<file path="src/rtl/spi_cs_router_if.sv">
// Signal bundle for spi_cs_router: host SPI pins, target SPI pins and status/control.
// The router takes the slave modport; the host side or bench takes master.
interface spi_cs_router_if #(
    parameter int G_CS_COUNT = 2,
    parameter int G_CNT_W    = 16
);
    logic                  p_in_spi_clk;
    logic [G_CS_COUNT-1:0] p_in_spi_cs;
    logic                  p_in_spi_mosi;
    logic                  p_out_spi_miso;
    logic                  p_out_tgt_clk;
    logic [G_CS_COUNT-1:0] p_out_tgt_cs;
    logic                  p_out_tgt_mosi;
    logic [G_CS_COUNT-1:0] p_in_tgt_miso;
    logic [G_CS_COUNT-1:0] p_out_active;
    logic                  p_out_xfer_done;
    logic [G_CNT_W-1:0]    p_out_bit_cnt;
    logic                  p_out_err_multi;
    logic                  p_out_err_timeout;
    logic                  p_in_err_clr;

    modport slave (
        input  p_in_spi_clk, p_in_spi_cs, p_in_spi_mosi, p_in_tgt_miso, p_in_err_clr,
        output p_out_spi_miso, p_out_tgt_clk, p_out_tgt_cs, p_out_tgt_mosi,
               p_out_active, p_out_xfer_done, p_out_bit_cnt,
               p_out_err_multi, p_out_err_timeout
    );

    modport master (
        output p_in_spi_clk, p_in_spi_cs, p_in_spi_mosi, p_in_tgt_miso, p_in_err_clr,
        input  p_out_spi_miso, p_out_tgt_clk, p_out_tgt_cs, p_out_tgt_mosi,
               p_out_active, p_out_xfer_done, p_out_bit_cnt,
               p_out_err_multi, p_out_err_timeout
    );
endinterface

</file>
<file path="src/rtl/spi_cs_router.sv">
// Oversampling SPI pass-through: one host port routed to one of G_CS_COUNT targets,
// with collision detection, stall timeout, per-transaction bit counting and sticky errors.
module spi_cs_router #(
    parameter int G_CS_COUNT    = 2,
    parameter int G_SYNC_STAGES = 2,
    parameter int G_TIMEOUT     = 4096,
    parameter int G_CNT_W       = 16
) (
    input  logic           p_in_clk,
    input  logic           p_in_rst,
    spi_cs_router_if.slave bus
);
    localparam int SEL_W = (G_CS_COUNT > 1) ? $clog2(G_CS_COUNT) : 1;
    localparam int TO_W  = $clog2(G_TIMEOUT + 1);

    localparam logic [1:0] ST_IDLE   = 2'd0;
    localparam logic [1:0] ST_ACTIVE = 2'd1;
    localparam logic [1:0] ST_BLOCK  = 2'd2;

    function automatic int unsigned count_low(input logic [G_CS_COUNT-1:0] cs);
        count_low = 0;
        for (int i = 0; i < G_CS_COUNT; i++)
            if (!cs[i]) count_low++;
    endfunction

    function automatic logic [SEL_W-1:0] first_low(input logic [G_CS_COUNT-1:0] cs);
        first_low = '0;
        for (int i = G_CS_COUNT - 1; i >= 0; i--)
            if (!cs[i]) first_low = SEL_W'(i);
    endfunction

    logic [G_SYNC_STAGES-1:0] sclk_sync;
    logic [G_SYNC_STAGES-1:0] mosi_sync;
    logic [G_CS_COUNT-1:0]    cs_sync [G_SYNC_STAGES];
    logic                     sclk_prev;

    logic [G_CS_COUNT-1:0] cs_s;
    logic                  sclk_s;
    logic                  mosi_s;
    logic                  sclk_rise;

    logic [1:0]            state;
    logic [SEL_W-1:0]      sel;
    logic [SEL_W-1:0]      new_sel;
    logic [G_CS_COUNT-1:0] sel_mask;
    logic [G_CS_COUNT-1:0] new_mask;
    logic [G_CNT_W-1:0]    bit_acc;
    logic [TO_W-1:0]       tout;
    int unsigned           n_low;
    logic                  timeout_hit;
    logic                  set_multi;
    logic                  set_timeout;

    // Synchroniser stage: host pins into the p_in_clk domain, reset to idle bus levels
    always_ff @(posedge p_in_clk) begin
        if (p_in_rst) begin
            sclk_sync <= '0;
            mosi_sync <= '0;
            sclk_prev <= 1'b0;
            for (int i = 0; i < G_SYNC_STAGES; i++) cs_sync[i] <= '1;
        end else begin
            sclk_sync  <= {sclk_sync[G_SYNC_STAGES-2:0], bus.p_in_spi_clk};
            mosi_sync  <= {mosi_sync[G_SYNC_STAGES-2:0], bus.p_in_spi_mosi};
            sclk_prev  <= sclk_sync[G_SYNC_STAGES-1];
            cs_sync[0] <= bus.p_in_spi_cs;
            for (int i = 1; i < G_SYNC_STAGES; i++) cs_sync[i] <= cs_sync[i-1];
        end
    end

    assign cs_s      = cs_sync[G_SYNC_STAGES-1];
    assign sclk_s    = sclk_sync[G_SYNC_STAGES-1];
    assign mosi_s    = mosi_sync[G_SYNC_STAGES-1];
    assign sclk_rise = sclk_s & ~sclk_prev;

    always_comb begin
        n_low       = count_low(cs_s);
        new_sel     = first_low(cs_s);
        new_mask    = G_CS_COUNT'(1) << new_sel;
        sel_mask    = G_CS_COUNT'(1) << sel;
        timeout_hit = (state == ST_ACTIVE) && (tout == TO_W'(G_TIMEOUT - 1));
        set_timeout = timeout_hit;
        // Any non-selected chip select low while routing counts as a collision
        set_multi   = ((state == ST_IDLE) && (n_low > 1)) ||
                      ((state == ST_ACTIVE) && ((~cs_s & ~sel_mask) != '0));
    end

    // Routing stage: registered target-facing outputs, one cycle after the synchronisers
    always_ff @(posedge p_in_clk) begin
        if (p_in_rst) begin
            state                 <= ST_IDLE;
            sel                   <= '0;
            bit_acc               <= '0;
            tout                  <= '0;
            bus.p_out_tgt_cs      <= '1;
            bus.p_out_tgt_clk     <= 1'b0;
            bus.p_out_tgt_mosi    <= 1'b0;
            bus.p_out_spi_miso    <= 1'b1;
            bus.p_out_active      <= '0;
            bus.p_out_xfer_done   <= 1'b0;
            bus.p_out_bit_cnt     <= '0;
            bus.p_out_err_multi   <= 1'b0;
            bus.p_out_err_timeout <= 1'b0;
        end else begin
            bus.p_out_xfer_done   <= 1'b0;
            bus.p_out_tgt_cs      <= '1;
            bus.p_out_tgt_clk     <= 1'b0;
            bus.p_out_tgt_mosi    <= 1'b0;
            bus.p_out_spi_miso    <= (state == ST_ACTIVE) ? bus.p_in_tgt_miso[sel] : 1'b1;
            bus.p_out_err_multi   <= set_multi | (bus.p_out_err_multi & ~bus.p_in_err_clr);
            bus.p_out_err_timeout <= set_timeout | (bus.p_out_err_timeout & ~bus.p_in_err_clr);

            case (state)
                ST_IDLE: begin
                    if (n_low == 1) begin
                        // Forward on the entry cycle so CS sees no extra latency
                        state              <= ST_ACTIVE;
                        sel                <= new_sel;
                        bus.p_out_active   <= new_mask;
                        bit_acc            <= '0;
                        tout               <= '0;
                        bus.p_out_tgt_cs   <= ~new_mask;
                        bus.p_out_tgt_clk  <= sclk_s;
                        bus.p_out_tgt_mosi <= mosi_s;
                    end else if (n_low > 1) begin
                        state <= ST_BLOCK;
                    end
                end
                ST_ACTIVE: begin
                    if (timeout_hit) begin
                        state            <= ST_BLOCK;
                        bus.p_out_active <= '0;
                    end else if (cs_s[sel]) begin
                        state               <= ST_IDLE;
                        bus.p_out_active    <= '0;
                        bus.p_out_bit_cnt   <= bit_acc;
                        bus.p_out_xfer_done <= 1'b1;
                    end else begin
                        bus.p_out_tgt_cs   <= ~sel_mask;
                        bus.p_out_tgt_clk  <= sclk_s;
                        bus.p_out_tgt_mosi <= mosi_s;
                        if (sclk_rise) begin
                            tout <= '0;
                            if (bit_acc != '1) bit_acc <= bit_acc + 1'b1;
                        end else begin
                            tout <= tout + 1'b1;
                        end
                    end
                end
                ST_BLOCK: begin
                    if (&cs_s) state <= ST_IDLE;
                end
                default: state <= ST_IDLE;
            endcase
        end
    end
endmodule

</file>
<file path="src/flat_wrapper.sv">
// flat-port wrapper written by rule: the top's interface ports become plain ports
module spi_cs_router_flat 
#(
    parameter int G_CS_COUNT    = 2,
    parameter int G_SYNC_STAGES = 2,
    parameter int G_TIMEOUT     = 4096,
    parameter int G_CNT_W       = 16
)
  (p_in_clk, p_in_rst, bus_p_in_spi_clk, bus_p_in_spi_cs, bus_p_in_spi_mosi, bus_p_in_tgt_miso, bus_p_in_err_clr, bus_p_out_spi_miso, bus_p_out_tgt_clk, bus_p_out_tgt_cs, bus_p_out_tgt_mosi, bus_p_out_active, bus_p_out_xfer_done, bus_p_out_bit_cnt, bus_p_out_err_multi, bus_p_out_err_timeout);
  spi_cs_router_if #(.G_CS_COUNT(G_CS_COUNT), .G_CNT_W(G_CNT_W)) bus_i ();
  input  logic p_in_clk;
  input  logic p_in_rst;
  input wire logic [$bits(bus_i.p_in_spi_clk)-1:0] bus_p_in_spi_clk;
  input wire logic [$bits(bus_i.p_in_spi_cs)-1:0] bus_p_in_spi_cs;
  input wire logic [$bits(bus_i.p_in_spi_mosi)-1:0] bus_p_in_spi_mosi;
  input wire logic [$bits(bus_i.p_in_tgt_miso)-1:0] bus_p_in_tgt_miso;
  input wire logic [$bits(bus_i.p_in_err_clr)-1:0] bus_p_in_err_clr;
  output wire logic [$bits(bus_i.p_out_spi_miso)-1:0] bus_p_out_spi_miso;
  output wire logic [$bits(bus_i.p_out_tgt_clk)-1:0] bus_p_out_tgt_clk;
  output wire logic [$bits(bus_i.p_out_tgt_cs)-1:0] bus_p_out_tgt_cs;
  output wire logic [$bits(bus_i.p_out_tgt_mosi)-1:0] bus_p_out_tgt_mosi;
  output wire logic [$bits(bus_i.p_out_active)-1:0] bus_p_out_active;
  output wire logic [$bits(bus_i.p_out_xfer_done)-1:0] bus_p_out_xfer_done;
  output wire logic [$bits(bus_i.p_out_bit_cnt)-1:0] bus_p_out_bit_cnt;
  output wire logic [$bits(bus_i.p_out_err_multi)-1:0] bus_p_out_err_multi;
  output wire logic [$bits(bus_i.p_out_err_timeout)-1:0] bus_p_out_err_timeout;
  assign bus_i.p_in_spi_clk = bus_p_in_spi_clk;
  assign bus_i.p_in_spi_cs = bus_p_in_spi_cs;
  assign bus_i.p_in_spi_mosi = bus_p_in_spi_mosi;
  assign bus_i.p_in_tgt_miso = bus_p_in_tgt_miso;
  assign bus_i.p_in_err_clr = bus_p_in_err_clr;
  assign bus_p_out_spi_miso = bus_i.p_out_spi_miso;
  assign bus_p_out_tgt_clk = bus_i.p_out_tgt_clk;
  assign bus_p_out_tgt_cs = bus_i.p_out_tgt_cs;
  assign bus_p_out_tgt_mosi = bus_i.p_out_tgt_mosi;
  assign bus_p_out_active = bus_i.p_out_active;
  assign bus_p_out_xfer_done = bus_i.p_out_xfer_done;
  assign bus_p_out_bit_cnt = bus_i.p_out_bit_cnt;
  assign bus_p_out_err_multi = bus_i.p_out_err_multi;
  assign bus_p_out_err_timeout = bus_i.p_out_err_timeout;
  spi_cs_router #(.G_CS_COUNT(G_CS_COUNT), .G_SYNC_STAGES(G_SYNC_STAGES), .G_TIMEOUT(G_TIMEOUT), .G_CNT_W(G_CNT_W)) u_core (.p_in_clk(p_in_clk), .p_in_rst(p_in_rst), .bus(bus_i));
endmodule
</file>
<file path="config.mk">
export PLATFORM = sky130hd
export DESIGN_NAME = spi_cs_router_flat
export DESIGN_NICKNAME = d
export VERILOG_FILES = /design/src/rtl/spi_cs_router_if.sv /design/src/rtl/spi_cs_router.sv /design/src/flat_wrapper.sv
export SDC_FILE = /design/constraint.sdc
export NUM_CORES = 1
export LEC_CHECK = 0
export CAP_MARGIN = 20
export CORE_MARGIN = 2
export CORE_UTILIZATION = 55
export DETAILED_ROUTE_END_ITERATION = 16
export PLACE_DENSITY = 0.86
export SYNTH_ARGS = -nofsm -noshare
export SYNTH_HDL_FRONTEND = slang
export SYNTH_SLANG_ARGS = --single-unit
</file>
<file path="constraint.sdc">
create_clock -name p_in_clk -period 3.18 [get_ports p_in_clk]
set_input_delay 0.477 -clock p_in_clk [delete_from_list [all_inputs] [get_ports p_in_clk]]
set_output_delay 0.477 -clock p_in_clk [all_outputs]
set_load 0.01 [all_outputs]
</file>
==> out/summary.md, run 1 <==
* ratio of routed vias to standard cells: 5.87
* final wirelength: 6.50 mm
* headroom to the max-slew limit: 49.2%
* top cell type by total area after synthesis: sky130_fd_sc_hd__dfxtp_1
* cell internal power dissipation: 1.25 mW
* area overhead of the layout relative to synthesis: 17.7%
* Final Max Tran Viols: 0
* Post-CTS Repair Setup Buffers: 0
* Avg Inst Size Synth: 9.02 sq um
* gate count after technology mapping: 340
* pre-CTS setup slack: 519 ps
* maximum number of pins on one net before global-route repair: 26
* Startpoint Class: flip-flop
* NumNets Final: 383
* maximum root-to-sink buffer count: 2
* maximum clock rate: 368 MHz
* wire length of the first global-routing pass: 11.2 mm
* type of the worst setup path: flip-flop to flip-flop
* iteration-0 DRC count of the detailed router: 302
* min Tclk post-route: 2710 ps
* number of vias after detailed routing: 2610
* grt ovf: 0
* status: complete, no violations
* hold buffers post-CTS: 0
* most area-consuming cells after synthesis: sky130_fd_sc_hd__dfxtp_1 44%, sky130_fd_sc_hd__mux2i_1 6.9%, sky130_fd_sc_hd__nor2_1 6.5%
* worst path bufs/invs: 1
* Synth Register Bits: 67
* average wire length per cell after detail routing: 14.6 um
* Slowest cell on crit path: sky130_fd_sc_hd__or3_1
* RR Startpoint: u_core.cs_sync[0][2]
* PwrDens: 456 nW/um^2
* net count after synthesis: 355
* final antenna-violating net count: 0
* Fin. Hold Viols: 0
* fin worst setup slack: 465 ps
* number of optimization iterations in the first detailed-route pass: 5
* Critical Path, Cell by Cell: inv_1 -> ha_1 -> nor3b_2 -> a21o_2 -> nand3_2 -> or3_1 -> o41ai_1
* top cell type's share of synthesized area: 43.7%
* most common library cells after synthesis: 67 x sky130_fd_sc_hd__dfxtp_1, 53 x sky130_fd_sc_hd__nor2_1, 21 x sky130_fd_sc_hd__mux2i_1
* unrepaired setup endpoints after global routing: false
* Die W: 78.7 um
* worst slew pin tran: 755 ps
* family of cells with the greatest summed delay on the critical path: simple AND/OR/NAND/NOR gates
* critical path data arrival time: 2950 ps
* count of max-cap constraint violations: 0
* antenna violations before repair: 0
* Max IR drop VDD: 686 uV
* Worst Path Max Fanout: 11
* clock root buffer master: sky130_fd_sc_hd__clkbuf_8
* H-Tree Depth: 3
* final hold slack: 414 ps
* die span in y: 78.7 um
* Port Buffers: 34
* share of synthesized registers carrying an async set or reset: 0%
* share of final-layout standard cells stronger than drive strength 1: 10.5%
* clock network fraction of design power: 41.6%
* final clock skew: 5.40 ps
* Die Footprint: 6190 sq um
* crit share post-route: 85.4%
* Flop pwr share: 52.1%
* CTS tree: built
* standby leakage power: 1.39 nW
* placement row count: 27
* post-CTS clock slew at the launch and capture registers of the worst setup and hold paths: 70 ps
* proportion of synthesized chip area in sequential cells: 43.7%
* Detail Placement HPWL: 4.43 mm
* Post-synth EDFFs: 0
* number of cells traversed by the worst hold path: 1
* setup slack of the most critical reg-to-reg path: 470 ps
* Worst Hold Class: flip-flop to flip-flop
* DRC violations left: 0
* antenna cell count: 0
* cell area after technology mapping: 3070 sq um
* worst-case reg-to-reg path depth: 7
* hold worst-path end: u_core.cs_sync[0][2]
* combined global-route utilization of all metal layers: 23.0%
* endpoint of the lowest-slack register-to-register path: u_core.bit_acc[13]
* final sum of negative setup slack: 0 ps
* combinational group share of total power: 6.3%
* CTS Sinks: 67
* clock latency at the later pin of the worst-skew pair: 350 ps
* startpoint of the lowest-slack hold path: u_core.cs_sync[0][0]
* total of cells resized after clock tree synthesis: 0
* stage delay of the slowest cell on the critical path: 560 ps
* TritonCTS buffer count: 9
* vias in the first global route: 2463
* cell with the most instances after synthesis: sky130_fd_sc_hd__dfxtp_1
* Core Region: 5440 sq um
* switching power total: 0.396 mW
* data required time at the worst endpoint: 3420 ps
* unique cell type count in the Yosys netlist: 53
* initial core utilization: 56.4%
* total setup violations reported at the end of the flow: 0
* Ys Warns: 0
* nature of the critical path endpoint: flip-flop
* global placer's final weighted congestion: 0.814
* total power draw: 1.65 mW
* utilization of the core after routing: 66.4%
* fraction of power spent switching nets: 24.1%
* flip-flop cell with the highest count after synthesis: sky130_fd_sc_hd__dfxtp_1
* number of top-level pins: 35
[how the worst max path moves through the flow]
stage,start,to,slack (ps),cells after the start
floorplan,u_core.cs_sync[0][2],u_core.bit_acc[14],950,8
global placement,u_core.cs_sync[0][2],u_core.bit_acc[13],670,7
detailed placement,u_core.cs_sync[0][3],u_core.bit_acc[14],520,7
CTS,u_core.cs_sync[0][3],u_core.bit_acc[13],460,7
global route,u_core.cs_sync[0][2],u_core.bit_acc[13],200,7
finish,u_core.cs_sync[0][2],u_core.bit_acc[13],470,7
[flip-flops by register name, summed over array words and instances, names as in the netlist]
register and cells:
u_core.bus.p_out_tgt_mosi 1, u_core.bus.p_out_bit_cnt 16, u_core.sel 1, u_core.cs_sync 4
u_core.bus.p_out_spi_miso 1, u_core.bit_acc 16, u_core.bus.p_out_err_multi 1, u_core.bus.p_out_tgt_clk 1
u_core.sclk_sync 2, u_core.sclk_prev 1, u_core.bus.p_out_xfer_done 1, u_core.tout 13
u_core.bus.p_out_err_timeout 1, u_core.bus.p_out_tgt_cs 2, u_core.state 2, u_core.bus.p_out_active 2
u_core.mosi_sync 2
[placed cells by master (no fill, tap or decap), types with 3 or more instances in the layout]
cell type	n
sky130_fd_sc_hd__mux2i_1	21
sky130_fd_sc_hd__clkbuf_8	9
sky130_fd_sc_hd__nand3_1	14
sky130_fd_sc_hd__nand2_1	17
sky130_fd_sc_hd__xnor2_1	8
sky130_fd_sc_hd__nor3_1	8
sky130_fd_sc_hd__inv_1	11
sky130_fd_sc_hd__buf_4	6
sky130_fd_sc_hd__nor2_1	53
sky130_fd_sc_hd__and3_1	5
sky130_fd_sc_hd__clkinv_2	3
sky130_fd_sc_hd__or4_1	6
sky130_fd_sc_hd__o31ai_1	3
sky130_fd_sc_hd__o41ai_1	4
sky130_fd_sc_hd__a21oi_1	15
sky130_fd_sc_hd__dfxtp_1	67
sky130_fd_sc_hd__xor2_1	4
sky130_fd_sc_hd__clkdlybuf4s50_1	34
sky130_fd_sc_hd__nor2b_1	6
sky130_fd_sc_hd__nand4b_1	3
sky130_fd_sc_hd__nor4_1	5
sky130_fd_sc_hd__ha_1	6
sky130_fd_sc_hd__or2_2	5
sky130_fd_sc_hd__o21ai_0	9
sky130_fd_sc_hd__o311ai_0	9
sky130_fd_sc_hd__nand4_1	7
[worst register-to-register path, cell delays in order, from the launching register on]
cell                      delay (ps)
sky130_fd_sc_hd__dfxtp_1         460
sky130_fd_sc_hd__inv_1           100
sky130_fd_sc_hd__ha_1            350
sky130_fd_sc_hd__nor3b_2         320
sky130_fd_sc_hd__a21o_2          240
sky130_fd_sc_hd__nand3_2         220
sky130_fd_sc_hd__or3_1           560
sky130_fd_sc_hd__o41ai_1         370
[per-stage QoR]
| stage | instance area [sq um] | std cells |
|---|---|---|
| global route | 3610 | 445 |
| detailed placement | 3420 | 429 |
| finish | 3610 | 445 |
| floorplan | 3070 | 340 |
| global placement | 3420 | 429 |
| CTS | 3610 | 445 |
[cell families (layout without fill, tap and decap cells)]
kind of cell	after synthesis	count (layout)	share of synthesized area, %
simple gates	143	143	24.3
flops	67	67	43.7
compound gates	55	55	12.6
buf+inv	34	67	5.55
mux	23	23	7.96
xor+xnor	12	12	3.43
fa+ha+maj	6	6	2.45
[layer usage]
layer / share of wire [%] / track usage (%) / vias up
li1: - / - / 1270
met1: 42 / 25.7 / 1239
met2: 50 / 38.7 / 86
met3: 5.4 / 8.51 / 15
met4: 2.6 / 10.9 / 0
met5: 0 / 0 / -
[power by group through the flow]
| stage | logic (mW) | registers, mW | clock network [mW] |
|---|---|---|---|
| 2_1_floorplan | 0.0745 | 0.875 | 0 |
| 3_3_place_gp | 0.0998 | 0.877 | 0 |
| 3_5_place_dp | 0.103 | 0.877 | 0 |
| 4_1_cts | 0.104 | 0.858 | 0.695 |
| 5_1_grt | 0.116 | 0.859 | 0.735 |
| 6_report | 0.104 | 0.858 | 0.684 |
[final cells by class]
type                    instances  area, sq um
fillers                       443         1830
multi-input cells             239         1560
flip-flops and latches         67         1340
repair buffers                 40          385
clock buffers                   9          124
well taps                      72         90.1
clock inverters                 7         68.8
inverters                      11         41.3
Power figures use the tool's default switching activity.
==> run 2, diff against run 1 <==
--- a/config.mk
+++ b/config.mk
@@ -9,6 +9,7 @@
 export CORE_MARGIN = 2
 export CORE_UTILIZATION = 55
 export DETAILED_ROUTE_END_ITERATION = 16
+export GPL_TIMING_DRIVEN = 0
 export PLACE_DENSITY = 0.86
 export SYNTH_ARGS = -nofsm -noshare
 export SYNTH_HDL_FRONTEND = slang
==> run 2 against run 1 <==
  * Register-to-register slack gained 110 ps
  * Clock-buffer cell count grew 2
  * Fmax grew 4.4%
  * Clock power grew 16%
  * Critical path depth grew 1
  * Sequential share of layout area shrank 1.2 points
  * Core utilization grew 2.2 points
  * Sequential power is essentially flat
  * Combinational power grew 11%
  * Flip-flop and latch count is the same
  * Final cell count grew 4.0%
  * Critical path type unchanged
  * Largest power group unchanged
==> out/summary.md, run 2 (synthesized netlist as in run 1, its figures left out) <==
* Startpoint Class: flip-flop
* average wire length per cell after detail routing: 14.6 um
* PwrDens: 473 nW/um^2
* total of cells resized after clock tree synthesis: 0
* Core Region: 5440 sq um
* antenna violations before repair: 0
* maximum root-to-sink buffer count: 2
* wire length of the first global-routing pass: 11.5 mm
* switching power total: 0.388 mW
* standby leakage power: 1.47 nW
* critical path data arrival time: 2840 ps
* final antenna-violating net count: 0
* grt ovf: 0
* Fin. Hold Viols: 0
* post-CTS clock slew at the launch and capture registers of the worst setup and hold paths: 70 ps
* clock latency at the later pin of the worst-skew pair: 350 ps
* worst-case reg-to-reg path depth: 8
* Flop pwr share: 48.5%
* Max IR drop VDD: 428 uV
* vias in the first global route: 2549
* final wirelength: 6.77 mm
* NumNets Final: 401
* hold buffers post-CTS: 0
* H-Tree Depth: 3
* nature of the critical path endpoint: flip-flop
* Die Footprint: 6190 sq um
* Port Buffers: 34
* die span in y: 78.7 um
* setup slack of the most critical reg-to-reg path: 580 ps
* clock root buffer master: sky130_fd_sc_hd__clkbuf_8
* fraction of power spent switching nets: 22.0%
* Post-CTS Repair Setup Buffers: 0
* CTS tree: built
* type of the worst setup path: flip-flop to flip-flop
* ratio of routed vias to standard cells: 5.82
* iteration-0 DRC count of the detailed router: 273
* sequential cell area in the final layout: 1340 sq um
* cell internal power dissipation: 1.38 mW
* top library cells by usage in the layout, fill and taps aside: 67 x sky130_fd_sc_hd__dfxtp_1, 53 x sky130_fd_sc_hd__nor2_1, 34 x sky130_fd_sc_hd__clkdlybuf4s50_1
* combined global-route utilization of all metal layers: 24.0%
* final sum of negative setup slack: 0 ps
* unrepaired setup endpoints after global routing: false
* count of max-cap constraint violations: 0
* Worst Path Max Fanout: 8
* Detail Placement HPWL: 4.73 mm
* min Tclk post-route: 2600 ps
* DRC violations left: 0
* placement row count: 27
* number of cells traversed by the worst hold path: 1
* initial core utilization: 56.4%
* number of vias after detailed routing: 2693
* filler cell count in the final layout: 438
* worst slew pin tran: 840 ps
* largest registers ranked by flip-flop count: u_core.bit_acc x16, u_core.bus.p_out_bit_cnt x16, u_core.tout x13
* TritonCTS buffer count: 9
* total setup violations reported at the end of the flow: 0
* CTS Sinks: 67
* number of optimization iterations in the first detailed-route pass: 7
* clock network fraction of design power: 45.0%
* Worst Hold Class: flip-flop to flip-flop
* combinational group share of total power: 6.5%
* area used by multi-input combinational logic: 1560 sq um
* antenna cell count: 0
* maximum number of pins on one net before global-route repair: 12
* maximum clock rate: 385 MHz
* status: complete, no violations
* most common cell after layout, fill and taps aside: sky130_fd_sc_hd__dfxtp_1
* area overhead of the layout relative to synthesis: 21.6%
* Die W: 78.7 um
* headroom to the max-slew limit: 43.5%
* number of top-level pins: 35
* share of final-layout standard cells stronger than drive strength 1: 11.8%
* fin worst setup slack: 580 ps
* global placer's final weighted congestion: 0.866
* pre-CTS setup slack: 642 ps
* final clock skew: 5.80 ps
* Final Max Tran Viols: 0
* crit share post-route: 81.8%
* data required time at the worst endpoint: 3420 ps
-- run 2: cell types whose count changed in the layout (fill, tap and decap cells not counted), sizes merged --
cell	delta
clkbuf	+11
clkinvlp	-2
clkinv	-1
buf	+9
bufinv	+1
-- run 2: critical path, cell delays in order, from the launching register on --
cell	delay (ps)
sky130_fd_sc_hd__dfxtp_1	470
sky130_fd_sc_hd__inv_1	100
sky130_fd_sc_hd__ha_1	340
sky130_fd_sc_hd__nor3b_2	340
sky130_fd_sc_hd__a21o_2	240
sky130_fd_sc_hd__nand3_2	130
sky130_fd_sc_hd__or3_1	360
sky130_fd_sc_hd__buf_2	190
sky130_fd_sc_hd__o41ai_1	330
-- run 2: cell type report --
class	instances	area share [%]
clock buffers	11	4.06
repair buffers	35	9.26
clock inverters	5	2.01
plain buffers	23	3.46
multi-input cells	239	41.7
flip-flops and latches	67	36.0
well taps	72	2.42
inverters	11	1.11
-- run 2: path summary, 6_finish.rpt --
path / end / from
hold reg to reg: u_core.cs_sync[0][3] / u_core.cs_sync[0][1]
setup reg to reg: u_core.bit_acc[13] / u_core.cs_sync[0][3]
setup / recovery: u_core.bit_acc[13] / u_core.cs_sync[0][3]
hold / removal: u_core.cs_sync[0][3] / u_core.cs_sync[0][1]
-- run 2: power groups by stage --
stage / combinational (mW) / clock [mW] / sequential (mW)
2_1_floorplan: 0.0745 / 0 / 0.875
3_3_place_gp: 0.111 / 0 / 0.875
3_5_place_dp: 0.114 / 0 / 0.875
5_1_grt: 0.127 / 0.842 / 0.857
6_report: 0.115 / 0.794 / 0.856
4_1_cts: 0.115 / 0.808 / 0.856
-- run 2: per-layer routing --
| layer | part of all wire, % | wire length, um | global-route usage (%) | vias up |
|---|---|---|---|---|
| li1 | - | - | - | 1311 |
| met1 | 41 | 2760 | 27.8 | 1253 |
| met2 | 50 | 3360 | 40.2 | 95 |
| met3 | 5.4 | 367 | 4.71 | 34 |
| met4 | 4.2 | 282 | 15.8 | 0 |
| met5 | 0 | 0 | 0 | - |
-- run 2: stage by stage --
stage          utilization (%)  power [mW]  cell area, sq um  hold slack, ps  instances
3_5_place_dp              64.4       0.989              3500             407        447
4_1_cts                   68.6        1.78              3730             423        463
2_1_floorplan                -       0.950              3070             389        340
3_3_place_gp              64.3       0.986              3500             391        446
5_1_grt                   68.6        1.83              3730             427        463
6_report                  68.6        1.76              3730             419        463
==> run 3, diff against run 2 <==
==> constraint.sdc (replaced) <==
create_clock -name p_in_clk -period 2.5 [get_ports p_in_clk]
set_input_delay 0.375 -clock p_in_clk [delete_from_list [all_inputs] [get_ports p_in_clk]]
set_output_delay 0.375 -clock p_in_clk [all_outputs]
set_load 0.01 [all_outputs]
==> run 3 against run 2 <==
  * Sequential power is 27% higher
  * Final cell count is 0.43% higher
  * Register-to-register slack worse by 460 ps
  * Sequential share of layout area fell by 0.27 points
  * Setup slack got worse by 460 ps
  * Die area unchanged
  * Total power is 28% higher
  * Critical endpoint unchanged
==> out/summary.md, run 3 (synthesized netlist as in run 1, its figures left out) <==
* hold buffers post-CTS: 0
* headroom to the max-slew limit: 44.0%
* number of cells traversed by the worst hold path: 1
* vias in the first global route: 2554
* antenna violations before repair: 0
* combined global-route utilization of all metal layers: 24.1%
* Startpoint Class: flip-flop
* H-Tree Depth: 3
* worst-case reg-to-reg path depth: 8
* die span in y: 78.7 um
* number of optimization iterations in the first detailed-route pass: 5
* top library cells by usage in the layout, fill and taps aside: 64 x sky130_fd_sc_hd__dfxtp_1, 53 x sky130_fd_sc_hd__nor2_1, 34 x sky130_fd_sc_hd__clkdlybuf4s50_1
* endpoint of the lowest-slack register-to-register path: u_core.bit_acc[13]
* unrepaired setup endpoints after global routing: true
* Slowest cell on crit path: sky130_fd_sc_hd__dfxtp_2
* area post-placement: 3500 sq um
* wire length of the first global-routing pass: 11.6 mm
* final wirelength: 6.96 mm
* number of top-level pins: 35
* Stages on worst setup path: 8
* final sum of negative setup slack: 0 ps
* count of max-cap constraint violations: 0
* Final Max Tran Viols: 0
* largest registers ranked by flip-flop count: u_core.bit_acc x16, u_core.bus.p_out_bit_cnt x16, u_core.tout x13
* fin worst setup slack: 122 ps
* critical path data arrival time: 2620 ps
* worst slew pin tran: 833 ps
* maximum clock rate: 421 MHz
* maximum root-to-sink buffer count: 2
* maximum number of pins on one net before global-route repair: 12
* number of cells in the finished layout apart from fillers: 465
* RR Startpoint: u_core.cs_sync[0][2]
* Fin. Hold Viols: 0
* number of vias after detailed routing: 2745
* nature of the critical path endpoint: flip-flop
* Finished Cell Area: 3770 sq um
* ratio of routed vias to standard cells: 5.90
* status: complete, no violations
* crit share post-route: 95.1%
* grt ovf: 0
* data required time at the worst endpoint: 2740 ps
* average wire length per cell after detail routing: 15.0 um
* Core Region: 5440 sq um
* Max IR drop VDD: 546 uV
* global placer's final weighted congestion: 0.866
* family of cells with the greatest summed delay on the critical path: simple AND/OR/NAND/NOR gates
* Worst Path Max Fanout: 8
* TritonCTS buffer count: 9
* Die Footprint: 6190 sq um
* antenna cell count: 0
* most common cell after layout, fill and taps aside: sky130_fd_sc_hd__dfxtp_1
* Port Buffers: 34
* PwrDens: 600 nW/um^2
* Critical Path, Cell by Cell: inv_1 -> ha_1 -> nor3b_4 -> a21o_4 -> nand3_2 -> or3_1 -> buf_2 -> o41ai_1
* final hold slack: 419 ps
* setup slack of the most critical reg-to-reg path: 120 ps
* CTS tree: built
* pre-CTS setup slack: -37.8 ps
* DRC violations left: 0
* utilization of the core after routing: 69.3%
* startpoint of the lowest-slack hold path: u_core.cs_sync[0][1]
* total placed cells including tap cells: 447
* min Tclk post-route: 2380 ps
* standby leakage power: 1.47 nW
* Die W: 78.7 um
* total setup violations reported at the end of the flow: 0
* Detail Placement HPWL: 4.73 mm
* total power draw: 2.26 mW
* initial core utilization: 56.4%
* worst path bufs/invs: 2
* area overhead of the layout relative to synthesis: 22.8%
* hold worst-path end: u_core.cs_sync[0][3]
* iteration-0 DRC count of the detailed router: 231
* final antenna-violating net count: 0
* final clock skew: 6.53 ps
* placement row count: 27
* clock root buffer master: sky130_fd_sc_hd__clkbuf_8
* Worst Hold Class: flip-flop to flip-flop
* post-CTS clock slew at the launch and capture registers of the worst setup and hold paths: 70 ps
* NumNets Final: 403
* type of the worst setup path: flip-flop to flip-flop
* stage delay of the slowest cell on the critical path: 400 ps
* share of final-layout standard cells stronger than drive strength 1: 13.5%
* clock latency at the later pin of the worst-skew pair: 350 ps
* CTS Sinks: 67
==> run 3: cell types whose count changed in the layout (fill, tap and decap cells not counted) <==
cell,previous run,this run
sky130_fd_sc_hd__dfxtp_1,67,64
sky130_fd_sc_hd__dfxtp_2,0,3
sky130_fd_sc_hd__buf_4,3,5
sky130_fd_sc_hd__a21o_2,1,0
sky130_fd_sc_hd__a21o_4,0,1
sky130_fd_sc_hd__ha_1,6,5
sky130_fd_sc_hd__ha_2,0,1
sky130_fd_sc_hd__nor3_1,8,7
sky130_fd_sc_hd__nor3_2,1,2
sky130_fd_sc_hd__nor3b_2,1,0
sky130_fd_sc_hd__nor3b_4,0,1
==> run 3: worst reg2reg max path, cell delays in order (launching register included) <==
cell and delay (ps):
sky130_fd_sc_hd__dfxtp_2 400, sky130_fd_sc_hd__inv_1 90, sky130_fd_sc_hd__ha_1 340, sky130_fd_sc_hd__nor3b_4 270
sky130_fd_sc_hd__a21o_4 170, sky130_fd_sc_hd__nand3_2 110, sky130_fd_sc_hd__or3_1 360, sky130_fd_sc_hd__buf_2 190
sky130_fd_sc_hd__o41ai_1 350
==> run 3: area by class of cell <==
type / count / area, sq um
Fill cell: 434 / 1670
Clock buffer: 11 / 151
Tap cell: 72 / 90.1
Multi-Input combinational cell: 239 / 1580
Buffer: 23 / 129
Timing Repair Buffer: 37 / 360
Clock inverter: 5 / 75.1
Sequential cell: 67 / 1350
Inverter: 11 / 41.3
==> run 3: what timing repair did <==
action,in CTS,in global routing
setup endpoints to repair,5,19
setup buffers,0,2
resized for setup,3,4
==> run 3: power breakdown <==
part | total, mW | switching (mW) | leakage, nW | internal [mW]
Clock | 1.02 | 0.405 | 0.119 | 0.610
Sequential | 1.09 | 0.00916 | 0.542 | 1.08
Combinational | 0.154 | 0.0872 | 0.814 | 0.0665
Total | 2.26 | 0.502 | 1.47 | 1.76
==> run 3: worst max path at each step <==
stage,startpoint,endpoint
after floorplan,u_core.cs_sync[0][2],u_core.bit_acc[6]
after global placement,u_core.tout[0],u_core.bit_acc[15]
after detailed placement,u_core.cs_sync[0][2],u_core.bit_acc[13]
after CTS,u_core.cs_sync[0][2],u_core.bit_acc[13]
after global routing,u_core.cs_sync[0][3],u_core.bit_acc[6]
final,u_core.cs_sync[0][2],u_core.bit_acc[13]
==> run 3: metal layers <==
metal	global-route usage, %	routed length (um)
met2	40.3	3490
met4	16.1	270
met3	4.71	423
met1	27.9	2770
met5	0	0
